--- src/rtl/answer_recorder_if.sv ---
// answer_recorder_if: keypad/control inputs and answer-store/display outputs of the recorder
interface answer_recorder_if #(
    parameter int NOTE_W = 4,
    parameter int SLOTS  = 8
);
    logic [NOTE_W-1:0]       key_in;
    logic                    clear;
    logic                    commit;
    logic [NOTE_W*SLOTS-1:0] data_out;
    logic                    write_enable;
    logic [3:0]              cur_index;
    logic [3:0]              max_index;
    logic                    full;
    logic                    overflow;

    modport master (
        input  key_in, clear, commit,
        output data_out, write_enable, cur_index, max_index, full, overflow
    );

    modport slave (
        output key_in, clear, commit,
        input  data_out, write_enable, cur_index, max_index, full, overflow
    );
endinterface

--- src/rtl/answer_recorder.sv ---
// answer_recorder: debounces keypad notes, packs them per slot and publishes the answer on commit
module answer_recorder #(
    parameter int NOTE_W          = 4,
    parameter int SLOTS           = 8,
    parameter int DEBOUNCE_CYCLES = 500000
) (
    input logic                clk,
    input logic                reset_n,
    answer_recorder_if.master  bus
);
    localparam int IW = $clog2(SLOTS);
    localparam int CNT_W = $clog2(DEBOUNCE_CYCLES + 1);
    localparam logic [3:0] SLOTS_IDX = 4'(SLOTS);
    localparam logic [CNT_W-1:0] CNT_LAST = CNT_W'(DEBOUNCE_CYCLES - 1);

    typedef enum logic [1:0] {IDLE, REC, FULL, WRITE} state_t;

    state_t                       state;
    logic [NOTE_W-1:0]            key_s1, key_s2, cand, stable;
    logic [CNT_W-1:0]             cnt;
    logic                         press;
    logic [SLOTS-1:0][NOTE_W-1:0] buffer;
    logic [3:0]                   cur_index;

    assign bus.cur_index = cur_index;
    assign bus.full = cur_index == SLOTS_IDX;

    // two-flop synchroniser for the asynchronous keypad code
    always_ff @(posedge clk or negedge reset_n) begin
        if (!reset_n) begin
            key_s1 <= '0;
            key_s2 <= '0;
        end else begin
            key_s1 <= bus.key_in;
            key_s2 <= key_s1;
        end
    end

    // debounce: accept a code once it held for DEBOUNCE_CYCLES; strobe only on a 0 -> key transition
    always_ff @(posedge clk or negedge reset_n) begin
        if (!reset_n) begin
            cand   <= '0;
            stable <= '0;
            cnt    <= '0;
            press  <= 1'b0;
        end else begin
            press <= 1'b0;
            if (key_s2 != cand) begin
                cand <= key_s2;
                cnt  <= '0;
            end else if (cnt == CNT_LAST) begin
                stable <= cand;
                press  <= stable == '0 && cand != '0;
            end else begin
                cnt <= cnt + 1'b1;
            end
        end
    end

    // recording FSM: clear beats WRITE/commit, commit beats press
    always_ff @(posedge clk or negedge reset_n) begin
        if (!reset_n) begin
            state            <= IDLE;
            buffer           <= '0;
            cur_index        <= '0;
            bus.data_out     <= '0;
            bus.max_index    <= '0;
            bus.write_enable <= 1'b0;
            bus.overflow     <= 1'b0;
        end else begin
            bus.write_enable <= 1'b0;
            if (bus.clear || state == WRITE) begin
                state        <= IDLE;
                buffer       <= '0;
                cur_index    <= '0;
                bus.overflow <= 1'b0;
            end else if (bus.commit) begin
                if (state != IDLE) begin
                    state            <= WRITE;
                    bus.write_enable <= 1'b1;
                    bus.data_out     <= buffer;
                    bus.max_index    <= cur_index;
                end
            end else if (press) begin
                if (state == FULL) begin
                    bus.overflow <= 1'b1;
                end else begin
                    buffer[cur_index[IW-1:0]] <= stable;
                    cur_index <= cur_index + 4'd1;
                    state <= (cur_index + 4'd1 == SLOTS_IDX) ? FULL : REC;
                end
            end
        end
    end
endmodule

--- src/flat_wrapper.sv ---
// flat-port wrapper written by rule: the top's interface ports become plain ports
module answer_recorder_flat 
#(
    parameter int NOTE_W          = 4,
    parameter int SLOTS           = 8,
    parameter int DEBOUNCE_CYCLES = 500000
)
  (clk, reset_n, bus_key_in, bus_clear, bus_commit, bus_data_out, bus_write_enable, bus_cur_index, bus_max_index, bus_full, bus_overflow);
  answer_recorder_if #(.NOTE_W(NOTE_W), .SLOTS(SLOTS)) bus_i ();
  input logic clk;
  input logic reset_n;
  input wire logic [$bits(bus_i.key_in)-1:0] bus_key_in;
  input wire logic [$bits(bus_i.clear)-1:0] bus_clear;
  input wire logic [$bits(bus_i.commit)-1:0] bus_commit;
  output wire logic [$bits(bus_i.data_out)-1:0] bus_data_out;
  output wire logic [$bits(bus_i.write_enable)-1:0] bus_write_enable;
  output wire logic [$bits(bus_i.cur_index)-1:0] bus_cur_index;
  output wire logic [$bits(bus_i.max_index)-1:0] bus_max_index;
  output wire logic [$bits(bus_i.full)-1:0] bus_full;
  output wire logic [$bits(bus_i.overflow)-1:0] bus_overflow;
  assign bus_i.key_in = bus_key_in;
  assign bus_i.clear = bus_clear;
  assign bus_i.commit = bus_commit;
  assign bus_data_out = bus_i.data_out;
  assign bus_write_enable = bus_i.write_enable;
  assign bus_cur_index = bus_i.cur_index;
  assign bus_max_index = bus_i.max_index;
  assign bus_full = bus_i.full;
  assign bus_overflow = bus_i.overflow;
  answer_recorder #(.NOTE_W(NOTE_W), .SLOTS(SLOTS), .DEBOUNCE_CYCLES(DEBOUNCE_CYCLES)) u_core (.clk(clk), .reset_n(reset_n), .bus(bus_i));
endmodule
--- config.mk ---
export PLATFORM = sky130hd
export DESIGN_NAME = answer_recorder_flat
export DESIGN_NICKNAME = d
export VERILOG_FILES = /design/src/rtl/answer_recorder_if.sv /design/src/rtl/answer_recorder.sv /design/src/flat_wrapper.sv
export SDC_FILE = /design/constraint.sdc
export NUM_CORES = 1
export LEC_CHECK = 0
export CAP_MARGIN = 15
export CORE_MARGIN = 2
export CORE_UTILIZATION = 55
export DETAILED_ROUTE_END_ITERATION = 8
export HOLD_SLACK_MARGIN = 0.1
export PLACE_DENSITY = 0.78
export SLEW_MARGIN = 20
export SYNTH_ARGS = -nofsm -noshare
export SYNTH_HDL_FRONTEND = slang
export SYNTH_SLANG_ARGS = --single-unit
--- constraint.sdc ---
create_clock -name clk -period 1.8 [get_ports clk]
set_input_delay 0.36 -clock clk [delete_from_list [all_inputs] [get_ports clk]]
set_output_delay 0.36 -clock clk [all_outputs]
set_load 0.01 [all_outputs]
==> out/metrics.csv, run 1 <==
stage,metric,value,unit
yosys,synth.area.top_cells,"dfrtp_1 (57%), mux2_4 (8.9%), a21oi_1 (3.4%)",
yosys,yosysTopAreaCellShare,57.0,%
critical_path,critPathMaxFanout,5,
clock_tree,cts_root_buf,clkbuf_8,
critical_path,crit_cells,4,
yosys,netlist_area,4920,um2
critical_path,path_class,flip-flop to flip-flop,
floorplan,rows,34,
finish,fillers,661,
finish,drive_gt1_share,22.3,%
sta,setup_viol,0,
critical_path,cp_top_family,simple AND/OR/NAND/NOR gates,
yosys,ys_ff_latch,112,
sta,finalCritPeriodShare,98.8,%
job,cap_violations,0,
yosys,yosys.area.top_type,dfrtp_1,
sta,relSlewSlack,55.1,%
sta,fmax,562,MHz
floorplan,start_util,56.6,%
grt,met3_usage,4.54,%
grt,grt_pass1_vias,3261,
floorplan,ioPinCount,51,
clock_tree,cts.sinks,112,
clock_tree,cts_max_level,3,
yosys,synthArstFlopShare,100,%
critical_path,cp_slowest_stage_delay,0.43,ns
clock_tree,clk_path_buf_depth,2,
routing,firstDrtPassIters,4,
hold_path,min_path_type,flip-flop to flip-flop,
sta,fin_crit,1.78,ns
sta,hold_violations,0,
routing,antenna_left,0,
critical_path,rr_worst_depth,4,
yosys,syn_area_per_cell,11.8,um2
sta,drv_slew,0,
grt,grt_usage,20.2,%
clock_tree,cts_tree,yes,
grt,use_met1,26.4,%
power_and_ir_drop,power.total,4.14,mW
finish,antenna_cells,0,
critical_path,worstPathRequired,2.06,ns
floorplan,die-height,98.5,um
grt,antenna_found_initial,0,
power_and_ir_drop,p_per_area,705,nW/um2
floorplan,core_area,8680,um2
routing,vias,3267,
grt,grt_max_degree,47,
grt,busiest_layer,met2,
routing,first_iter_violations,134,
routing,wl,9260,um
finish,utilization,67.7,%
hold_path,hold_path_depth,0,
routing,via_per_inst,5.47,
placed_design,portBuffers,50,
yosys,yosys_warnings,0,
sta,fin_worst_skew,0.00879,ns
floorplan,dieArea,9710,um2
power_and_ir_drop,leakage,2.68,nW
routing,drc,0,
yosys,synth_fp_nets,428,
sta,rsz0062_at_grt,yes,
grt,grt_pass1_wl,15800,um
critical_path,worst_setup_path_start_kind,flip-flop,
clock_tree,path_clk_slew,0.10,ns
critical_path,cp_cell_sequence,nor4b_4 > nand4_2 > nor3_4 > mux2_2,
grt,grt_overflow,0,
sta,worst_pin_slew,0.674,ns
yosys,ys_types,42,
power_and_ir_drop,peakVddDrop,0.000535,V
finish,nNetsFinal,496,
yosys,yosysSeqAreaShare,57.0,%
critical_path,endpoint_kind,flip-flop,
clock_tree,cts_made_buffers,9,
critical_path,crit_buf_inv,0,
placed_design,gp_congestion,0.836,
placed_design,hpwl,6490,um
yosys,syn_inst,416,
finish,synthToLayoutAreaGrowth,19.6,%
yosys,synth_top_flop_cell,dfrtp_1,
yosys,synth_edf_count,0,
routing,wl_per_cell,15.5,um
critical_path,worst_path_max_delay_cell,dfrtp_1,
clock_tree,insertion_delay,0.37,ns
outcome,status,finished clean,
critical_path,cp.arrival,2.04,ns
grt,use_met2,34.3,%
floorplan,dieWidth,98.5,um
layer usage:
| metal | up-vias | part of all wire (%) |
|---|---|---|
| met4 | 0 | 0.78 |
| met1 | 1631 | 42 |
| met5 | - | 0 |
| met2 | 67 | 54 |
| li1 | 1565 | - |
| met3 | 4 | 3.6 |
timing repair:
item                                    CTS  global route
buffers inserted                          0             4
hold endpoints to repair                 29             0
hold buffers                              1             0
endpoints found under the setup margin    9             6
pin swaps                                 1             4
resized for setup                         5             3
layout by cell type, fill, tap and decap left out, drive strengths merged, types with 2 or more instances in the layout:
master,instances
dfrtp,112
clkdlybuf4s50,46
mux2,42
nand2,40
buf,36
nor2,34
a21oi,33
nand3,30
xnor2,15
inv,11
clkbuf,10
nor3,9
mux2i,8
nand4,7
nor4,6
and3,4
nor2b,4
o21ai,4
ha,4
nor4b,3
xor2,3
a211oi,3
clkinv,3
nor3b,2
or3b,2
a31o,2
or3,2
dlygate4sd2,2
flip-flops by register name (all words and copies together), names as in the netlist:
| signal | count |
|---|---|
| u_core.key_s1 | 4 |
| u_core.bus.overflow | 1 |
| u_core.buffer | 32 |
| u_core.key_s2 | 4 |
| u_core.bus.data_out | 32 |
| u_core.bus.cur_index | 4 |
| u_core.stable | 4 |
| u_core.state | 2 |
| u_core.press | 1 |
| u_core.bus.write_enable | 1 |
| u_core.cand | 4 |
| u_core.cnt | 19 |
| u_core.bus.max_index | 4 |
per-stage QoR:
step	cells	hold WS, ns	instance area (um2)	setup WS [ns]	TNS, ns
after floorplan	416	0.0644	4920	0.144	0
after global placement	576	0.318	5630	-0.180	-8.15
after detailed placement	576	0.324	5630	-0.217	-10.43
after CTS	593	0.360	5830	0.0256	0
after global routing	597	0.373	5880	-0.0721	-0.288
final	597	0.358	5880	0.0215	0
where the power goes:
| group | total, mW | leakage [nW] | internal, mW | switching, mW |
|---|---|---|---|---|
| registers | 2.54 | 1.53 | 2.53 | 0.0104 |
| clock network | 1.47 | 0.0968 | 0.652 | 0.823 |
| logic | 0.127 | 1.05 | 0.0437 | 0.0837 |
| total | 4.14 | 2.68 | 3.23 | 0.917 |
synth_stat cells, types with 2 or more instances:
cell and number:
a211oi_1 3, a21oi_1 33, a31o_2 2, and3_1 4, buf_1 3, buf_12 3, buf_2 5, buf_6 2
clkbuf_1 14, clkbuf_2 2, dfrtp_1 112, ha_1 4, inv_1 10, mux2_2 13, mux2_4 29, mux2i_1 8
nand2_1 40, nand3_1 30, nand4_1 5, nand4_2 2, nor2_1 34, nor2b_1 4, nor3_1 8, nor3b_1 2
nor4_1 5, nor4b_2 2, o21ai_0 4, or3_1 2, or3b_2 2, xnor2_1 15, xor2_1 3
cell type report:
type / instances / area (um2) / area share, %
Tap cell: 108 / 135 / 2.30
Multi-Input combinational cell: 265 / 1910 / 32.5
Timing Repair Buffer: 86 / 793 / 13.5
Sequential cell: 112 / 2810 / 47.7
Inverter: 10 / 37.5 / 0.638
Clock buffer: 10 / 128 / 2.17
Clock inverter: 6 / 68.8 / 1.17
cell families after synthesis:
family                   synth area share, %
AND/OR/NAND/NOR                         15.6
flip-flops                              57.0
multiplexers                            13.5
AO/OA/AOI/OAI                           5.22
buffers and inverters                   4.45
XOR/XNOR                                3.21
adder cells (fa/ha/maj)                 1.02
path summary, 6_finish.rpt:
kind,from,slack [ns],to
max reg2reg,u_core.cnt[10],0.02,u_core.stable[3]
max,u_core.cnt[10],0.02,u_core.stable[3]
min in group asynchronous,reset_n,0.47,u_core.cnt[13]
min reg2reg,u_core.key_s1[0],0.36,u_core.key_s2[0]
min,u_core.key_s1[0],0.36,u_core.key_s2[0]
max in group asynchronous,reset_n,0.73,u_core.state[1]
No activity file was read; power rests on OpenSTA's default activity.
==> inputs of run 2 (changes only) <==
--- a/config.mk
+++ b/config.mk
@@ -9,6 +9,7 @@
 export CORE_MARGIN = 2
 export CORE_UTILIZATION = 55
 export DETAILED_ROUTE_END_ITERATION = 8
+export GPL_ROUTABILITY_DRIVEN = 0
 export HOLD_SLACK_MARGIN = 0.1
 export PLACE_DENSITY = 0.78
 export SLEW_MARGIN = 20
==> results of run 2 <==
No change in the layout: final DEF, timing and power equal those of run 1.
==> inputs of run 3 (changes only) <==
--- a/config.mk
+++ b/config.mk
@@ -7,11 +7,11 @@
 export LEC_CHECK = 0
 export CAP_MARGIN = 15
 export CORE_MARGIN = 2
-export CORE_UTILIZATION = 55
+export CORE_UTILIZATION = 56
 export DETAILED_ROUTE_END_ITERATION = 8
 export GPL_ROUTABILITY_DRIVEN = 0
 export HOLD_SLACK_MARGIN = 0.1
-export PLACE_DENSITY = 0.78
+export PLACE_DENSITY = 0.79
 export SLEW_MARGIN = 20
 export SYNTH_ARGS = -nofsm -noshare
 export SYNTH_HDL_FRONTEND = slang
==> run 3 against run 2 <==
  * Sequential power about the same
  * Combinational power is essentially flat
  * Largest power group unchanged
  * Total power grew 1.4%
  * Highest routed layer unchanged
==> out/metrics.csv, run 3 (synthesis results as in run 1) <==
stage,metric,value,unit
grt,antenna_found_initial,0,
sta,hold_violations,0,
grt,grt_usage,20.4,%
clock_tree,path_clk_slew,0.10,ns
floorplan,core_area,8640,um2
floorplan,dieArea,9540,um2
routing,firstDrtPassIters,6,
hold_path,min_path_type,flip-flop to flip-flop,
critical_path,startpoint,u_core.cnt[14],
sta,worst_pin_slew,0.684,ns
critical_path,critPathMaxFanout,5,
power_and_ir_drop,clkPwrFrac,36.4,%
critical_path,worstPathRequired,2.06,ns
power_and_ir_drop,intPower,3.27,mW
power_and_ir_drop,leakage,2.69,nW
sta,fin_worst_skew,0.0108,ns
power_and_ir_drop,peakVddDrop,0.000493,V
routing,vias,3266,
clock_tree,cts_root_buf,clkbuf_8,
critical_path,worst_setup_path_start_kind,flip-flop,
finish,mostFrequentLayoutCells,"dfrtp_1 (110), clkdlybuf4s50_1 (46), nand2_1 (40)",
routing,first_iter_violations,144,
placed_design,portBuffers,50,
clock_tree,insertion_delay,0.37,ns
critical_path,path_class,flip-flop to flip-flop,
finish,utilization,68.5,%
sta,relSlewSlack,54.4,%
sta,fin_crit,1.76,ns
critical_path,rrSetupSlack,0.04,ns
finish,antenna_cells,0,
routing,drc,0,
critical_path,cp.arrival,2.01,ns
hold_path,hold_path_depth,0,
routing,wl,9110,um
power_and_ir_drop,power_frac_comb,3.1,%
sta,finalCritPeriodShare,97.6,%
clock_tree,cts_made_buffers,9,
finish,drive_gt1_share,22.3,%
power_and_ir_drop,switching_power,0.932,mW
floorplan,dieWidth,97.7,um
routing,antenna_left,0,
grt,grt_pass1_wl,15800,um
routing,wl_per_cell,15.3,um
clock_tree,cts_max_level,3,
outcome,status,finished clean,
job,cap_violations,0,
hold_path,whs_endpoint,u_core.key_s2[0],
critical_path,endpoint_kind,flip-flop,
finish,reg_top3,"u_core.buffer (32), u_core.bus.data_out (32), u_core.cnt (19)",
power_and_ir_drop,p_per_area,710,nW/um2
critical_path,r2r-start,u_core.cnt[14],
power_and_ir_drop,switching_share,22.2,%
finish,fin_cells,596,
routing,via_per_inst,5.48,
clock_tree,cts.sinks,112,
floorplan,die-height,97.7,um
critical_path,worstReg2RegEnd,u_core.stable[2],
sta,worst_slack,0.0426,ns
floorplan,rows,34,
finish,nNetsFinal,495,
critical_path,rr_worst_depth,4,
finish,synthToLayoutAreaGrowth,20.3,%
hold_path,min_from,u_core.key_s1[0],
floorplan,start_util,56.9,%
placed_design,post-place-cells,576,
grt,grt_max_degree,39,
grt,grt_pass1_vias,3367,
finish,final_common_cell,dfrtp_1,
sta,setup_viol,0,
clock_tree,cts_tree,yes,
placed_design,pre_cts_ws,-0.268,ns
power_and_ir_drop,power_frac_seq,60.5,%
sta,fmax,569,MHz
grt,grt_overflow,0,
sta,rsz0062_at_grt,yes,
floorplan,ioPinCount,51,
clock_tree,clk_path_buf_depth,2,
placed_design,hpwl,6370,um
power_and_ir_drop,power.total,4.20,mW
sta,drv_slew,0,
run 3: layout make-up:
cell class / instances / area [um2]
flip-flops and latches: 112 / 2810
fillers: 636 / 2720
multi-input cells: 265 / 1920
repair buffers: 85 / 815
clock buffers: 11 / 141
well taps: 108 / 135
clock inverters: 5 / 63.8
inverters: 10 / 37.5
run 3: worst max-delay path, stage by stage (launching register included):
cell and delay, ns:
dfrtp_1 0.42, nor4b_4 0.32, nand4_2 0.22, nor3_4 0.31, mux2_2 0.38
run 3: layer usage:
layer	vias to the layer above	track usage, %	wire length (um)
li1	1563	-	-
met4	0	5.34	116
met2	61	34.5	4740
met1	1631	27.0	3900
met3	11	4.53	348
met5	-	0	0
run 3: power by group through the flow:
| stage | clock network, mW | logic (mW) | registers, mW |
|---|---|---|---|
| finish | 1.53 | 0.129 | 2.54 |
| CTS | 1.57 | 0.134 | 2.54 |
| floorplan | 0 | 0.0396 | 2.59 |
| global route | 1.67 | 0.146 | 2.55 |
| global placement | 0 | 0.127 | 2.59 |
| detailed placement | 0 | 0.132 | 2.59 |
run 3: how the worst max path moves through the flow:
stage          cells past startpoint                      end
6_report                           4         u_core.stable[2]
5_1_grt                            4         u_core.stable[0]
3_5_place_dp                       5  u_core.bus.data_out[15]
2_1_floorplan                      4         u_core.stable[0]
4_1_cts                            2         bus_cur_index[1]
3_3_place_gp                       5  u_core.bus.max_index[0]
run 3: per-stage QoR:
stage	hold slack, ns	area, um2	setup TNS [ns]
finish	0.360	5920	0
CTS	0.360	5860	0
global route	0.380	5920	-0.250
global placement	0.255	5650	-9.16
detailed placement	0.258	5650	-12.66
floorplan	0.0644	4920	0
run 3: timing repair:
| item | 4_1_cts | 5_1_grt |
|---|---|---|
| gates resized for setup | 3 | 7 |
| hold buffers | 1 | 0 |
| hold endpoints to repair | 15 | 0 |
| setup endpoints to repair | 7 | 9 |
| setup buffers | 0 | 3 |
| gates cloned | 0 | 0 |
| pin swaps | 1 | 2 |
